<file path="src/rtl/seq_div_64by32_if.sv">
// Divider request/response bundle: request side (iValid/iReady/iN/iD), result side (oValid/oReady/oQ/oR/oDivZero).
// Latency and backpressure are defined by the divider; this file only carries the wires.
interface seq_div_64by32_if #(
  parameter int wI = 32,
  parameter int wO = 2*wI
);
  logic          iValid;
  logic          iReady;
  logic [wO-1:0] iN;
  logic [wI-1:0] iD;
  logic          oValid;
  logic          oReady;
  logic [wO-1:0] oQ;
  logic [wI-1:0] oR;
  logic          oDivZero;

  modport slave (
    input  iValid, iN, iD, oReady,
    output iReady, oValid, oQ, oR, oDivZero
  );

  modport master (
    output iValid, iN, iD, oReady,
    input  iReady, oValid, oQ, oR, oDivZero
  );
endinterface

</file>
<file path="src/rtl/seq_div_64by32.sv">
// Radix-2 restoring divider, wO/wI -> wO quotient + wI remainder; wO+1 cycles accept-to-valid (1 for D=0).
// Backpressure: single operation in flight; iReady low until the result is taken, result held while oReady=0.
module seq_div_64by32 #(
  parameter int wI = 32,
  parameter int wO = 2*wI
) (
  input logic           clk,
  input logic           rst,
  seq_div_64by32_if.slave bus
);

  localparam int CW = $clog2(wO);

  typedef enum logic [1:0] {
    IDLE = 2'd0,
    BUSY = 2'd1,
    DONE = 2'd2
  } state_t;

  state_t        r_state;
  state_t        w_nstate;

  logic [wI:0]   r_rem;
  logic [wO-1:0] r_q;
  logic [wI-1:0] r_d;
  logic [CW-1:0] r_cnt;
  logic [wO-1:0] r_oq;
  logic [wI-1:0] r_or;
  logic          r_odz;

  logic [wI:0]   w_t;
  logic [wI:0]   w_diff;
  logic          w_ge;
  logic [wI:0]   w_rem_nxt;
  logic [wO-1:0] w_q_nxt;
  logic          w_dz;
  logic          w_accept;
  logic          w_step;
  logic          w_last;
  logic          w_release;

  // One restoring step: shift the next dividend bit into the partial remainder, subtract if it fits.
  assign w_t       = {r_rem[wI-1:0], r_q[wO-1]};
  assign w_ge      = (w_t >= {1'b0, r_d});
  assign w_diff    = w_t - {1'b0, r_d};
  assign w_rem_nxt = w_ge ? w_diff : w_t;
  assign w_q_nxt   = {r_q[wO-2:0], w_ge};
  assign w_dz      = (bus.iD == '0);

  always_ff @(posedge clk) begin
    if (rst) begin
      r_state <= IDLE;
    end else begin
      r_state <= w_nstate;
    end
  end

  always_comb begin
    w_nstate = r_state;
    case (r_state)
      IDLE: begin
        if (bus.iValid) begin
          w_nstate = w_dz ? DONE : BUSY;
        end
      end
      BUSY: begin
        if (r_cnt == '0) begin
          w_nstate = DONE;
        end
      end
      DONE: begin
        if (bus.oReady) begin
          w_nstate = IDLE;
        end
      end
      default: w_nstate = IDLE;
    endcase
  end

  // Handshake outputs decode the state register only, so there is no input-to-output path.
  always_comb begin
    bus.iReady = 1'b0;
    bus.oValid = 1'b0;
    w_accept   = 1'b0;
    w_step     = 1'b0;
    w_last     = 1'b0;
    w_release  = 1'b0;
    case (r_state)
      IDLE: begin
        bus.iReady = 1'b1;
        w_accept   = bus.iValid;
      end
      BUSY: begin
        w_step = 1'b1;
        w_last = (r_cnt == '0);
      end
      DONE: begin
        bus.oValid = 1'b1;
        w_release  = bus.oReady;
      end
      default: begin
        bus.iReady = 1'b0;
      end
    endcase
  end

  always_ff @(posedge clk) begin
    if (rst) begin
      r_rem <= '0;
      r_q   <= '0;
      r_d   <= '0;
      r_cnt <= '0;
      r_oq  <= '0;
      r_or  <= '0;
      r_odz <= 1'b0;
    end else if (w_accept) begin
      r_d   <= bus.iD;
      r_q   <= bus.iN;
      r_rem <= '0;
      r_cnt <= CW'(wO-1);
      if (w_dz) begin
        r_oq  <= '1;
        r_or  <= bus.iN[wI-1:0];
        r_odz <= 1'b1;
      end
    end else if (w_step) begin
      r_q   <= w_q_nxt;
      r_rem <= w_rem_nxt;
      r_cnt <= r_cnt - CW'(1);
      if (w_last) begin
        r_oq  <= w_q_nxt;
        r_or  <= w_rem_nxt[wI-1:0];
        r_odz <= 1'b0;
      end
    end
  end

  assign bus.oQ       = r_oq;
  assign bus.oR       = r_or;
  assign bus.oDivZero = r_odz;

  // Partial remainder must stay below the divisor, which keeps its top bit clear.
  a_rem_bound: assert property (@(posedge clk) disable iff (rst)
    w_step |-> (w_rem_nxt[wI] == 1'b0) && (w_rem_nxt[wI-1:0] < r_d));

  a_hold: assert property (@(posedge clk) disable iff (rst)
    (bus.oValid && !bus.oReady) |=> (bus.oValid && $stable(r_oq) && $stable(r_or) && $stable(r_odz)));

  logic w_unused;
  assign w_unused = w_release;

endmodule

</file>
<file path="src/flat_wrapper.sv">
// flat-port wrapper written by rule: the top's interface ports become plain ports
module seq_div_64by32_flat 
#(
  parameter int wI = 32,
  parameter int wO = 2*wI
)
  (clk, rst, bus_iValid, bus_iN, bus_iD, bus_oReady, bus_iReady, bus_oValid, bus_oQ, bus_oR, bus_oDivZero);
  seq_div_64by32_if #(.wI(wI), .wO(wO)) bus_i ();
  input logic clk;
  input logic rst;
  input wire logic [$bits(bus_i.iValid)-1:0] bus_iValid;
  input wire logic [$bits(bus_i.iN)-1:0] bus_iN;
  input wire logic [$bits(bus_i.iD)-1:0] bus_iD;
  input wire logic [$bits(bus_i.oReady)-1:0] bus_oReady;
  output wire logic [$bits(bus_i.iReady)-1:0] bus_iReady;
  output wire logic [$bits(bus_i.oValid)-1:0] bus_oValid;
  output wire logic [$bits(bus_i.oQ)-1:0] bus_oQ;
  output wire logic [$bits(bus_i.oR)-1:0] bus_oR;
  output wire logic [$bits(bus_i.oDivZero)-1:0] bus_oDivZero;
  assign bus_i.iValid = bus_iValid;
  assign bus_i.iN = bus_iN;
  assign bus_i.iD = bus_iD;
  assign bus_i.oReady = bus_oReady;
  assign bus_iReady = bus_i.iReady;
  assign bus_oValid = bus_i.oValid;
  assign bus_oQ = bus_i.oQ;
  assign bus_oR = bus_i.oR;
  assign bus_oDivZero = bus_i.oDivZero;
  seq_div_64by32 #(.wI(wI), .wO(wO)) u_core (.clk(clk), .rst(rst), .bus(bus_i));
endmodule
</file>
<file path="config.mk">
export PLATFORM = sky130hd
export DESIGN_NAME = seq_div_64by32_flat
export DESIGN_NICKNAME = d
export VERILOG_FILES = /design/src/rtl/seq_div_64by32_if.sv /design/src/rtl/seq_div_64by32.sv /design/src/flat_wrapper.sv
export SDC_FILE = /design/constraint.sdc
export NUM_CORES = 1
export LEC_CHECK = 0
export BUFFER_PORTS_ARGS = -buffer_cell sky130_fd_sc_hd__buf_2
export CAP_MARGIN = 40
export CORE_MARGIN = 2
export CORE_UTILIZATION = 55
export CTS_BUF_LIST = sky130_fd_sc_hd__clkbuf_8 sky130_fd_sc_hd__clkbuf_16
export DETAILED_ROUTE_END_ITERATION = 8
export GPL_ROUTABILITY_DRIVEN = 0
export PLACE_DENSITY = 0.81
export SLEW_MARGIN = 0
export SYNTH_ARGS = -nofsm -noshare
export SYNTH_HDL_FRONTEND = slang
export SYNTH_SLANG_ARGS = --single-unit
</file>
<file path="constraint.sdc">
create_clock -name clk -period 3.8 [get_ports clk]
set_input_delay 0 -clock clk [delete_from_list [all_inputs] [get_ports clk]]
set_output_delay 0 -clock clk [all_outputs]
set_load 0.01 [all_outputs]
</file>
Word-level counts from Yosys, hierarchy flattened. Index checks and enable logic that the tools add are counted.

Word-level logic and storage cells: 52. Input bits: 100. Output and inout port bits: 99. Register bits after elaboration: 233.

$lt $le $gt $ge: 1. $add $sub $neg: 2. Mux-type cells: 27. Equality and inequality tests: 6. Reduce and logical (&&, ||, !) cells: 8.

Operators with widths (number): 2-to-1 mux 64 bit (6); 2-to-1 mux 32 bit (5); >= comparator 33 x 32 -> 1 bit (1); zero test 32 bit (1); subtractor 32 bit (1); 2-to-1 mux 6 bit (2); 2-to-1 mux 1 bit (9); 2-to-1 mux 2 bit (4); zero test 6 bit (1); case mux 2 bit (3 select lines) (1); AND reduction 3 bit (2); subtractor 6 x 1 -> 6 bit (second input constant) (1); inequality test 2 x 1 -> 1 bit (second input constant) (2); inequality test 2 bit (second input constant) (2); nonzero test 2 bit (2); equality test 2 x 1 -> 1 bit (second input constant) (1); equality test 2 bit (second input constant) (1); zero test 2 bit (1); OR reduction 2 bit (1).

Longest topological paths before layout.
Depth after elaboration: 5. Gate-level depth with buffers: 14. Depth with buffers taken out: 13.

Least setup slack after synthesis. Ideal clock, no wire load.

Path kind: register to register. Start: register u_core.r_q[63]. End: register u_core.r_or[26], in the netlist u_core.bus.oR[26]. Library setup time: 114 ps. Required time: 3686 ps. Data arrival time: 2687 ps. Cell stages (with the launch flop): 14. Path slack: 998 ps. Buffers on the path: 0. Clock period less this slack: 2802 ps. Cell sequence: dfxtp_1 inv_1 ha_1 inv_1 fa_1 a21o_1 a221oi_2 o21ai_2 a31oi_2 o31ai_1 a21oi_1 xnor2_1 mux2i_1 a2111oi_0.

Word-level cells in the longest chain between the ends: 5. Elaborated cells between the ends (all ways): 6.

Ends and longest elaborated chain: start, declared (line seq_div_64by32.sv:24) `logic [wO-1:0] r_q;`; start signal, assigned (line seq_div_64by32.sv:118) `r_q <= bus.iN;`; start signal, assigned (line seq_div_64by32.sv:127) `r_q <= w_q_nxt;`; subtractor 32 bit / >= comparator 33 x 32 -> 1 bit (equally long branches) (line seq_div_64by32.sv:45, seq_div_64by32.sv:44); 2-to-1 mux 32 bit * (line seq_div_64by32.sv:46) `assign w_rem_nxt = w_ge ? w_diff : w_t;`; 2-to-1 mux 32 bit * (line seq_div_64by32.sv:130) `if (w_last) begin`; 2-to-1 mux 32 bit * (line seq_div_64by32.sv:126) `end else if (w_step) begin`; 2-to-1 mux 32 bit * (line seq_div_64by32.sv:116) `end else if (w_accept) begin`; end signal, assigned (line seq_div_64by32.sv:123) `r_or <= bus.iN[wI-1:0];`; end signal, assigned (line seq_div_64by32.sv:132) `r_or <= w_rem_nxt[wI-1:0];`; end, declared (line seq_div_64by32.sv:28) `logic [wI-1:0] r_or;`.

Every way passes the cells marked *; elsewhere a longest branch is shown, timed or not. The select of a mux whose other input is x is not followed. A chain may end at the register's enable or synchronous reset.

Worst setup path after layout. Ends and elaborated chain as after synthesis.

==> flow_metrics.tcl <==
set metrics [dict create \
    reg2reg_depth 13 \
    seq_power_share_pct 38.4 \
    timing.rr.end "u_core.bus.oR[26]$_SDFFE_PP0P_" \
    required_ns 4.20 \
    p_switching_mw 2.430 \
    crit_start "u_core.r_q[63]$_SDFFE_PP0P_" \
    core_sq_mm 0.01953 \
    synthArstFlopShare_pct 0 \
    grt_pass1_wl_um 55100 \
    synth_area_sq_mm 0.01099 \
    ant_nets 0 \
    initial_core_util_pct 56.29 \
    intPower_mw 4.793 \
    rows 51 \
    cts_max_level 1 \
    rsz0062_at_grt "false" \
    min_period_ns 3.282 \
    layout_commonest_cell "nor2_1" \
    holdCritStartpoint "bus_iValid" \
    critPathArrivalTime_ns 3.68 \
    syn_inst 1430 \
    holdCritPathClass "input port to flop" \
    die_w_um 145.4 \
    drive_gt1_share_pct 16.02 \
    grt_overflow 0 \
    wl_per_cell_um 17.41 \
    hold_viol 0 \
    swShare_pct 33.64 \
    cts_resized 0 \
    vias 11540 \
    post-place-ws_ns 0.6130 \
    routed_wirelength_um 34400 \
    clockBufferDepth 3 \
    power.total_mw 7.223 \
    cp-end-kind "flop" \
    design_area_sq_mm 0.01410 \
    status "finished clean" \
    crit_fanout 4 \
    die_h_um 145.4 \
    clockRootBuffer "clkbuf_16" \
    fin_skew_ns 0.01734 \
    drv_slew 0 \
    io_buffers 198 \
    ir_drop_mv 0.3665 \
    p_leak_nw 6.101 \
    most-common-layout-cells "nor2_1, dfxtp_1, buf_2" \
    clock_sinks 233 \
    dp.cells 1802 \
    ys_seq_area_share_pct 42.44 \
    first_pass_iters 5 \
    dpl_cell_area_sq_mm 0.01204 \
    ys_ff_latch 233 \
    cts_made_buffers 24 \
    startpoint_type "flop" \
    ys_warn_count 0 \
    clkTransAtPathRegs_ns 0.06 \
    clk_latency_ns 0.52 \
    drc 0 \
    synth.net_count 1565 \
    finalWorstSetupSlack_ns 0.5177 \
    r2r_start "u_core.r_q[63]$_SDFFE_PP0P_" \
    nNetsFinal 1827 \
    antenna_found_initial 1 \
    drt_iter0_markers 1050 \
    grt_pass1_vias 11120 \
    power_frac_clock_pct 31.4 \
    ys.flop_type "dfxtp_1" \
    synth_edf_count 0 \
    worstHoldEndpoint "u_core.bus.oR[21]$_SDFFE_PP0P_" \
    period_share_pct 86.38 \
    max_clock_freq_mhz 304.7 \
    avgSynthCellArea_sq_um 7.686 \
    hold_depth 4 \
    tns_ns 0 \
    r2r_slack_ns 0.52 \
    grtUsageTotal_pct 31.18 \
    area_delta_synth_final_pct 28.26 \
    cts_tree "done" \
    dieArea_sq_mm 0.02113 \
    combinationalPowerShare_pct 30.2 \
    setup_viol 0 \
    path_class "flop to flop" \
    ys_types 68 \
    tightestPinTransition_ns 0.8912 \
    dp_hpwl_um 21590 \
    via_per_inst 5.838 \
    io_pins 199 \
    grt_max_degree 94 \
    maxSlewHeadroom_pct 40.37 \
    drv_cap 0 \
    stdcell_count 1976 \
    powerDensity_mw_per_mm2 512.4 \
]
[per-layer routing]
| metal | up-vias | global-route usage [%] | part of all wire [%] |
|---|---|---|---|
| met2 | 537 | 53.51 | 48 |
| met5 | - | 0 | 0 |
| met1 | 5436 | 37.70 | 39 |
| li1 | 5436 | - | - |
| met4 | 0 | 15.34 | 5.2 |
| met3 | 127 | 5.768 | 7.9 |
[worst max path at each step]
stage / end
after detailed placement: u_core.bus.oR[26]$_SDFFE_PP0P_
after floorplan: u_core.bus.oR[26]$_SDFFE_PP0P_
after CTS: u_core.bus.oR[26]$_SDFFE_PP0P_
after global placement: u_core.bus.oR[26]$_SDFFE_PP0P_
final: u_core.bus.oR[26]$_SDFFE_PP0P_
after global routing: u_core.bus.oR[22]$_SDFFE_PP0P_
[cells in the mapped netlist (3+ instances only)]
cell type	count	share of area, %
nor2_1	277	9.5
dfxtp_1	233	42
nand2_1	191	6.5
a21oi_1	150	6.8
nor3_1	77	3.5
clkbuf_1	75	2.6
inv_1	41	1.4
ha_1	34	3.9
o21ai_0	33	1.5
nor4_1	32	1.8
a22oi_1	30	2.0
a211oi_1	27	1.8
mux2i_1	20	1.8
o21ai_1	17	0.77
xnor2_1	17	1.4
xor2_1	15	1.2
a31oi_1	12	0.68
a21o_1	11	0.75
nand4_1	11	0.63
buf_1	10	0.34
buf_6	9	0.92
nand3_1	9	0.41
buf_2	8	0.36
o21bai_1	7	0.48
or3_1	7	0.40
o211ai_1	6	0.41
o31ai_1	5	0.34
nand2b_1	4	0.23
nor2b_1	4	0.23
o21a_1	4	0.27
a211o_1	3	0.24
a221oi_1	3	0.24
and3_1	3	0.17
[power groups by stage]
stage          Sequential [mW]  Combinational, mW  Clock (mW)
2_1_floorplan             2.81               1.51           0
3_3_place_gp              2.81               1.96           0
3_5_place_dp              2.82               2.00           0
4_1_cts                   2.77               2.13        2.29
5_1_grt                   2.79               2.37        2.39
6_report                  2.77               2.18        2.27
[critical path, stage by stage (launching register included)]
cell	delay (ns)
dfxtp_1	0.31
inv_1	0.07
ha_1	0.17
inv_1	0.06
fa_1	0.42
a21o_1	0.22
a221oi_2	0.45
o21ai_2	0.17
a31oi_2	0.28
o31ai_1	0.13
a21oi_1	0.25
xnor2_1	0.14
mux2i_1	0.10
a2111oi_0	0.38
[repair_timing]
action | 4_1_cts | 5_1_grt
endpoints found under the hold margin | 132 | 0
buffers inserted | 0 | 0
hold buffers | 129 | 0
endpoints found under the setup margin | 0 | 0
[sequential cells by signal, summed over array words and instances, names as in the netlist]
| name | flops |
|---|---|
| u_core.bus.oQ | 64 |
| u_core.r_d | 32 |
| u_core.r_q | 64 |
| u_core.bus.oR | 32 |
| u_core.r_state | 2 |
| u_core.r_rem | 32 |
| u_core.bus.oDivZero | 1 |
| u_core.r_cnt | 6 |
[cell families after synthesis]
| family | share of synthesized area [%] |
|---|---|
| AOI/OAI and AO/OA | 18.96 |
| xor gates and xnor gates | 2.550 |
| adders and majority gates | 4.053 |
| buffers and inverters | 5.886 |
| DFF | 42.44 |
| muxes | 1.924 |
| and+or+nand+nor | 24.19 |
[layout make-up]
cell class | count | area, sq um
tap | 265 | 331.6
fill | 1489 | 5430
timing repair buffer | 342 | 2466
antenna | 1 | 2.502
sequential | 233 | 4664
inverter | 41 | 153.9
multi-input combinational | 1050 | 5710
clock buffer | 30 | 694.4
clock inverter | 14 | 72.57
[stage by stage]
step,utilization [%],hold WS [ns]
CTS,72.18,0.1130
global placement,61.35,0.2572
global route,72.19,0.1772
floorplan,-,0.1360
finish,72.19,0.1443
detailed placement,61.64,0.2616
Power figures use the tool's default switching activity.
